## config.mk

```make
export PLATFORM = sky130hd
export DESIGN_NAME = result_bram_writer_flat
export DESIGN_NICKNAME = d
export VERILOG_FILES = /design/src/rtl/result_bram_writer_pkg.sv /design/src/rtl/result_bram_writer_if.sv /design/src/rtl/result_lane_capture.sv /design/src/rtl/result_bram_writer.sv /design/src/flat_wrapper.sv
export SDC_FILE = /design/constraint.sdc
export NUM_CORES = 1
export LEC_CHECK = 0
export BUFFER_PORTS_ARGS = -buffer_cell sky130_fd_sc_hd__buf_2
export CORE_MARGIN = 2
export CORE_UTILIZATION = 48
export CTS_CLUSTER_DIAMETER = 80
export DETAILED_ROUTE_END_ITERATION = 6
export MAX_ROUTING_LAYER = met4
export PLACE_DENSITY = 0.73
export SLEW_MARGIN = 25
export SYNTH_ARGS = -nofsm -noshare
export SYNTH_HDL_FRONTEND = slang
export SYNTH_SLANG_ARGS = --single-unit
```

## constraint.sdc

```tcl
create_clock -name clk -period 4.1 [get_ports clk]
set_input_delay 0.205 -clock clk [delete_from_list [all_inputs] [get_ports clk]]
set_output_delay 0.205 -clock clk [all_outputs]
set_load 0.01 [all_outputs]
```

## src/rtl/result_bram_writer_pkg.sv

```systemverilog
`default_nettype none
// ============================================================================
// Module   : result_bram_writer_pkg
// Brief    : Shared types and constants for the result BRAM writer.
// Revision : 1.0 - initial release
// ============================================================================
package result_bram_writer_pkg;

   localparam logic [15:0] STATUS_MAGIC   = 16'hA5C3;
   localparam int          STATUS_MAGIC_W = 16;
   localparam int          STATUS_OVF_BIT = 16;
   localparam int          STATUS_CNT_W   = 16;

   typedef enum logic [2:0] {
      S_IDLE    = 3'd0,
      S_COLLECT = 3'd1,
      S_WRITE   = 3'd2,
      S_STATUS  = 3'd3,
      S_DONE    = 3'd4
   } state_t;

endpackage
`default_nettype wire

```

## src/rtl/result_bram_writer_if.sv

```systemverilog
`default_nettype none
// ============================================================================
// Module   : result_bram_writer_if
// Brief    : Control, lane-result and BRAM-port bundle of the result writer.
// Revision : 1.0 - initial release
// ============================================================================
interface result_bram_writer_if #(
   parameter int N_MACS = 4,
   parameter int ACC_W  = 16,
   parameter int ADDR_W = 9
) ();
   localparam int DW = N_MACS * ACC_W;

   logic                start;
   logic                clear_all;
   logic [DW-1:0]       acc_in;
   logic [N_MACS-1:0]   valid_in;
   logic                bram_en;
   logic [DW/8-1:0]     bram_we;
   logic [ADDR_W-1:0]   bram_addr;
   logic [DW-1:0]       bram_din;
   logic                busy;
   logic                done;
   logic                overflow;
   logic [ADDR_W-1:0]   rows_written;

   modport slave (
      input  start, clear_all, acc_in, valid_in,
      output bram_en, bram_we, bram_addr, bram_din,
      output busy, done, overflow, rows_written
   );

   modport master (
      output start, clear_all, acc_in, valid_in,
      input  bram_en, bram_we, bram_addr, bram_din,
      input  busy, done, overflow, rows_written
   );
endinterface
`default_nettype wire

```

## src/rtl/result_lane_capture.sv

```systemverilog
`default_nettype none
// ============================================================================
// Module   : result_lane_capture
// Brief    : One lane's result register, pending flag and overflow detect.
// Revision : 1.0 - initial release
// ============================================================================
module result_lane_capture #(
   parameter int ACC_W = 16
) (
   input  wire logic             clk,
   input  wire logic             rst,
   input  wire logic             clear,
   input  wire logic             collect,
   input  wire logic             write,
   input  wire logic             valid,
   input  wire logic [ACC_W-1:0] din,
   output logic      [ACC_W-1:0] dout,
   output logic                  pending,
   output logic                  ovf_hit
);

   assign ovf_hit = collect & valid & pending;

   always_ff @(posedge clk or posedge rst) begin
      if (rst) begin
         dout    <= '0;
         pending <= 1'b0;
      end else if (clear) begin
         pending <= 1'b0;
      end else if (collect) begin
         if (valid && !pending) begin
            dout    <= din;
            pending <= 1'b1;
         end
      end else if (write) begin
         // A strobe during the write cycle belongs to the next row.
         if (valid) begin
            dout    <= din;
            pending <= 1'b1;
         end else begin
            pending <= 1'b0;
         end
      end
   end

endmodule
`default_nettype wire

```

## src/rtl/result_bram_writer.sv

```systemverilog
`default_nettype none
// ============================================================================
// Module   : result_bram_writer
// Brief    : Packs per-lane accumulator results into BRAM rows, then a status word.
// Revision : 1.0 - initial release
// ============================================================================
module result_bram_writer
   import result_bram_writer_pkg::*;
#(
   parameter int N_MACS      = 4,
   parameter int ACC_W       = 16,
   parameter int ADDR_W      = 9,
   parameter int NUM_ROWS    = 4,
   parameter int BASE_ADDR   = 0,
   parameter int STATUS_ADDR = 511
) (
   input  wire logic             clk,
   input  wire logic             rst,
   result_bram_writer_if.slave   bus
);

   localparam int DW = N_MACS * ACC_W;
   localparam logic [ADDR_W-1:0] C_NUM_ROWS    = ADDR_W'(NUM_ROWS);
   localparam logic [ADDR_W-1:0] C_BASE_ADDR   = ADDR_W'(BASE_ADDR);
   localparam logic [ADDR_W-1:0] C_STATUS_ADDR = ADDR_W'(STATUS_ADDR);

   state_t              r_state;
   logic [DW-1:0]       w_row;
   logic [N_MACS-1:0]   w_pending;
   logic [N_MACS-1:0]   w_ovf_hit;
   logic [DW-1:0]       w_status;
   logic [ADDR_W-1:0]   w_rows_next;
   logic                w_idle_like;
   logic                w_clear;
   logic                w_collect;
   logic                w_write;

   assign w_idle_like = (r_state == S_IDLE) || (r_state == S_DONE);
   assign w_clear     = bus.clear_all || (bus.start && w_idle_like);
   assign w_collect   = (r_state == S_COLLECT);
   assign w_write     = (r_state == S_WRITE);
   assign w_rows_next = bus.rows_written + 1'b1;

   for (genvar i = 0; i < N_MACS; i++) begin : g_lanes
      result_lane_capture #(
         .ACC_W (ACC_W)
      ) u_lane (
         .clk     (clk),
         .rst     (rst),
         .clear   (w_clear),
         .collect (w_collect),
         .write   (w_write),
         .valid   (bus.valid_in[i]),
         .din     (bus.acc_in[i*ACC_W +: ACC_W]),
         .dout    (w_row[i*ACC_W +: ACC_W]),
         .pending (w_pending[i]),
         .ovf_hit (w_ovf_hit[i])
      );
   end

   // Status word carries the count as it will stand after the final row commits.
   always_comb begin
      w_status = '0;
      w_status[DW-1 -: STATUS_MAGIC_W]  = STATUS_MAGIC;
      w_status[STATUS_OVF_BIT]          = bus.overflow;
      w_status[STATUS_CNT_W-1:0]        = STATUS_CNT_W'(w_rows_next);
   end

   always_ff @(posedge clk or posedge rst) begin
      if (rst) begin
         r_state          <= S_IDLE;
         bus.bram_en      <= 1'b0;
         bus.bram_we      <= '0;
         bus.bram_addr    <= '0;
         bus.bram_din     <= '0;
         bus.busy         <= 1'b0;
         bus.done         <= 1'b0;
         bus.overflow     <= 1'b0;
         bus.rows_written <= '0;
      end else if (bus.clear_all) begin
         r_state          <= S_IDLE;
         bus.bram_en      <= 1'b0;
         bus.bram_we      <= '0;
         bus.busy         <= 1'b0;
         bus.done         <= 1'b0;
         bus.overflow     <= 1'b0;
         bus.rows_written <= '0;
      end else begin
         case (r_state)
            S_IDLE, S_DONE: begin
               if (bus.start) begin
                  r_state          <= S_COLLECT;
                  bus.busy         <= 1'b1;
                  bus.done         <= 1'b0;
                  bus.overflow     <= 1'b0;
                  bus.rows_written <= '0;
               end
            end
            S_COLLECT: begin
               if (|w_ovf_hit) begin
                  bus.overflow <= 1'b1;
               end
               if (&w_pending) begin
                  r_state       <= S_WRITE;
                  bus.bram_en   <= 1'b1;
                  bus.bram_we   <= '1;
                  bus.bram_addr <= C_BASE_ADDR + bus.rows_written;
                  bus.bram_din  <= w_row;
               end
            end
            S_WRITE: begin
               bus.rows_written <= w_rows_next;
               if (w_rows_next == C_NUM_ROWS) begin
                  r_state       <= S_STATUS;
                  bus.bram_addr <= C_STATUS_ADDR;
                  bus.bram_din  <= w_status;
               end else begin
                  r_state     <= S_COLLECT;
                  bus.bram_en <= 1'b0;
                  bus.bram_we <= '0;
               end
            end
            S_STATUS: begin
               r_state     <= S_DONE;
               bus.bram_en <= 1'b0;
               bus.bram_we <= '0;
               bus.busy    <= 1'b0;
               bus.done    <= 1'b1;
            end
            default: begin
               r_state <= S_IDLE;
            end
         endcase
      end
   end

endmodule
`default_nettype wire
```

## src/flat_wrapper.sv

```systemverilog
// flat-port wrapper written by rule: the top's interface ports become plain ports
module result_bram_writer_flat import result_bram_writer_pkg::*;
#(
   parameter int N_MACS      = 4,
   parameter int ACC_W       = 16,
   parameter int ADDR_W      = 9,
   parameter int NUM_ROWS    = 4,
   parameter int BASE_ADDR   = 0,
   parameter int STATUS_ADDR = 511
)
  (clk, rst, bus_start, bus_clear_all, bus_acc_in, bus_valid_in, bus_bram_en, bus_bram_we, bus_bram_addr, bus_bram_din, bus_busy, bus_done, bus_overflow, bus_rows_written);
  result_bram_writer_if #(.N_MACS(N_MACS), .ACC_W(ACC_W), .ADDR_W(ADDR_W)) bus_i ();
  input  wire logic clk;
  input  wire logic rst;
  input wire logic [$bits(bus_i.start)-1:0] bus_start;
  input wire logic [$bits(bus_i.clear_all)-1:0] bus_clear_all;
  input wire logic [$bits(bus_i.acc_in)-1:0] bus_acc_in;
  input wire logic [$bits(bus_i.valid_in)-1:0] bus_valid_in;
  output wire logic [$bits(bus_i.bram_en)-1:0] bus_bram_en;
  output wire logic [$bits(bus_i.bram_we)-1:0] bus_bram_we;
  output wire logic [$bits(bus_i.bram_addr)-1:0] bus_bram_addr;
  output wire logic [$bits(bus_i.bram_din)-1:0] bus_bram_din;
  output wire logic [$bits(bus_i.busy)-1:0] bus_busy;
  output wire logic [$bits(bus_i.done)-1:0] bus_done;
  output wire logic [$bits(bus_i.overflow)-1:0] bus_overflow;
  output wire logic [$bits(bus_i.rows_written)-1:0] bus_rows_written;
  assign bus_i.start = bus_start;
  assign bus_i.clear_all = bus_clear_all;
  assign bus_i.acc_in = bus_acc_in;
  assign bus_i.valid_in = bus_valid_in;
  assign bus_bram_en = bus_i.bram_en;
  assign bus_bram_we = bus_i.bram_we;
  assign bus_bram_addr = bus_i.bram_addr;
  assign bus_bram_din = bus_i.bram_din;
  assign bus_busy = bus_i.busy;
  assign bus_done = bus_i.done;
  assign bus_overflow = bus_i.overflow;
  assign bus_rows_written = bus_i.rows_written;
  result_bram_writer #(.N_MACS(N_MACS), .ACC_W(ACC_W), .ADDR_W(ADDR_W), .NUM_ROWS(NUM_ROWS), .BASE_ADDR(BASE_ADDR), .STATUS_ADDR(STATUS_ADDR)) u_core (.clk(clk), .rst(rst), .bus(bus_i));
endmodule
```

==> out/results.ini <==
[outcome]
outcome=finished clean

[power]
p_comb_frac=0.096
swShare=0.242
power_switching_uw=898
ir_drop_uv=339
pwr-share-clk=0.403
p_int_uw=2820
pwr_density_cell_nw_per_um2=436
seq_power_share=0.501
leakage_uw=0.00424

[grt]
grt_pass1_vias=5225
antenna_found_initial=1
grt_pass1_wl_mm=25.4
grt_max_degree=134
grt_overflow=0
grt.total_usage=0.227

[timing]
timing.hold.ws_ns=0.0180
max_freq_ghz=0.323
hold_viol_final=0
period_share=0.756
tightest_slew_ns=0.945
worst_slew_margin_rel=0.368
setup_viol=0
fin_ws_ns=1.00
rsz0062_at_grt=false
slew_viol_final=0
worst_clock_skew_ns=0.0111
fin_tns_setup_ns=0
post-route-min-period_ns=3.10

[place]
dp_hpwl_mm=10.4
dp.cells=926
gp_congestion=0.844
numPortBuffers=165
dp_slack_ns=1.05

[yosys]
yosysWarningCount=0
synth_ff_type=dfrtp_1
async_flop_share=1.00
syn_area_sq_um=6710
ys_seq_elements=157
synth_edf_count=0
yosysSeqAreaShare=0.586
synth.avg_cell_area_sq_um=10.8
synth_cell_types=47
netlist_instances=622
syn_nets=696

[cells_and_area]
multi_input_area_sq_um=2550
fin_util=0.619
final_cell_mix=buf_2 (165), dfrtp_1 (157), nand2_1 (133)
drive_gt1_frac=0.357
ff_latch_area_sq_um=3930
layout_commonest_cell=buf_2
num-fill-cells=1165
syn2layout_area_growth_pct=27.1
stdcell_count=994
fin_nets=871

[setup_path]
worst-path-buf-inv=1
slowest_delay_ns=0.84
path_cells=or4b_1 > or3b_1 > a2111oi_4 > buf_4 > o21ai_0
end_kind=flip-flop
startpoint_type=flip-flop
cp_top_family=simple AND/OR/NAND/NOR gates
cp_data_arrival_time_ns=3.37
crit_type=reg2reg
cp.required_ns=4.38
cp_max_fo=63
slowest_stage=or4b_1

[cts]
worstSkewPairLatency_ns=0.43
postCtsSetupRepairBufs=0
path_clk_slew_ns=0.07
cts_buffers=17
h-tree-depth=4
cts-root-buf=clkbuf_16
clock-sinks=157
ctsLongestPathBuffers=2
cts_tree=built

[die]
die_area_sq_um=14900
core_area_sq_um=13800
die_y_um=122
initial_core_util=0.487
rows=43
die_x_um=122
io_pins=166

[detailed_routing]
drc=0
postRouteAntennaNets=0
vias=5185
wl_mm=15.9
wl_per_cell_um=16.0
drtPass1Iterations=5
via_per_inst=5.22
drt_iter0_drc=382

[worst_hold_path]
worstHoldPathType=in2reg

[job]
drv_cap=0

[flip-flops by register name, indices dropped and copies added, names as in the netlist]
register	count
u_core.r_state	3
u_core.bus.bram_din	64
u_core.bus.rows_written	9
u_core.bus.bram_addr	9
u_core.bus.done	1
u_core.bus.overflow	1
u_core.g_lanes.u_lane.pending	4
u_core.g_lanes.u_lane.dout	64
u_core.bus.busy	1
u_core.bus.bram_we	1
[kinds of logic (layout without fill, tap and decap cells)]
kind of cell,Yosys count,after routing,synth area share
XOR/XNOR,7,7,0.00914
flip-flops,157,157,0.586
adder cells (fa/ha/maj),2,2,0.00373
AND/OR/NAND/NOR,204,204,0.127
other,0,4,0
buffers and inverters,55,243,0.0383
multiplexers,77,77,0.134
AO/OA/AOI/OAI,120,120,0.101
[power by group through the flow]
stage | clock network, uW | registers [uW] | logic (uW)
finish | 1500 | 1860 | 358
CTS | 1540 | 1860 | 363
global route | 1600 | 1890 | 398
global placement | 0 | 1870 | 318
detailed placement | 0 | 1890 | 339
floorplan | 0 | 1850 | 256
[routing by layer]
layer  up-vias  share of wire  GRT usage
met5         -              0          -
li1       2457              -          -
met4         0         0.0091     0.0668
met3        15          0.062     0.0674
met1      2542           0.43      0.281
met2       171           0.50      0.362
[final cells by class]
| class | count | area share |
|---|---|---|
| repair buffers | 204 | 0.142 |
| multi-input cells | 410 | 0.300 |
| clock buffers | 18 | 0.0504 |
| clock inverters | 14 | 0.0156 |
| flip-flops and latches | 157 | 0.461 |
| diodes | 4 | 0.00117 |
| inverters | 7 | 0.00352 |
| well taps | 180 | 0.0264 |
[path summary, 6_finish.rpt]
path / start / endpoint / slack [ns] / cells after the start
max in group asynchronous: rst / u_core.bus.bram_addr[8] / 2.66 / 4
worst min register to register: u_core.g_lanes[3].u_lane.dout[1] / u_core.bus.bram_din[49] / 0.48 / 2
worst max-delay path: u_core.r_state[0] / u_core.bus.bram_din[53] / 1.00 / 5
worst min-delay path: bus_acc_in[53] / u_core.g_lanes[3].u_lane.dout[5] / 0.02 / 2
min in group asynchronous: rst / u_core.g_lanes[2].u_lane.dout[9] / 0.38 / 3
worst max register to register: u_core.r_state[0] / u_core.bus.bram_din[53] / 1.00 / 5
[Yosys cell counts (4+ instances only)]
| master | n | area, sq um |
|---|---|---|
| mux2_2 | 67 | 754 |
| clkbuf_1 | 34 | 128 |
| mux2_4 | 9 | 135 |
| dfrtp_1 | 157 | 3930 |
| a32oi_1 | 4 | 35.0 |
| inv_1 | 7 | 26.3 |
| nor2_1 | 36 | 135 |
| buf_4 | 8 | 60.1 |
| a21oi_1 | 20 | 100 |
| nand2_1 | 133 | 499 |
| nor3_1 | 6 | 30.0 |
| o21ai_0 | 82 | 410 |
| xnor2_1 | 5 | 43.8 |
| nand2b_1 | 5 | 31.3 |
| nand3_1 | 4 | 20.0 |
[stage by stage]
step / power (uW) / area (sq um)
2_1_floorplan: 2110 / 6710
3_3_place_gp: 2190 / 7620
3_5_place_dp: 2230 / 7630
4_1_cts: 3760 / 8510
5_1_grt: 3890 / 8520
6_report: 3720 / 8520
[what timing repair did]
item,4_1_cts,5_1_grt
hold buffers,32,0
hold endpoints to repair,55,0
resized for setup,0,0
Power figures use the tool's default switching activity.
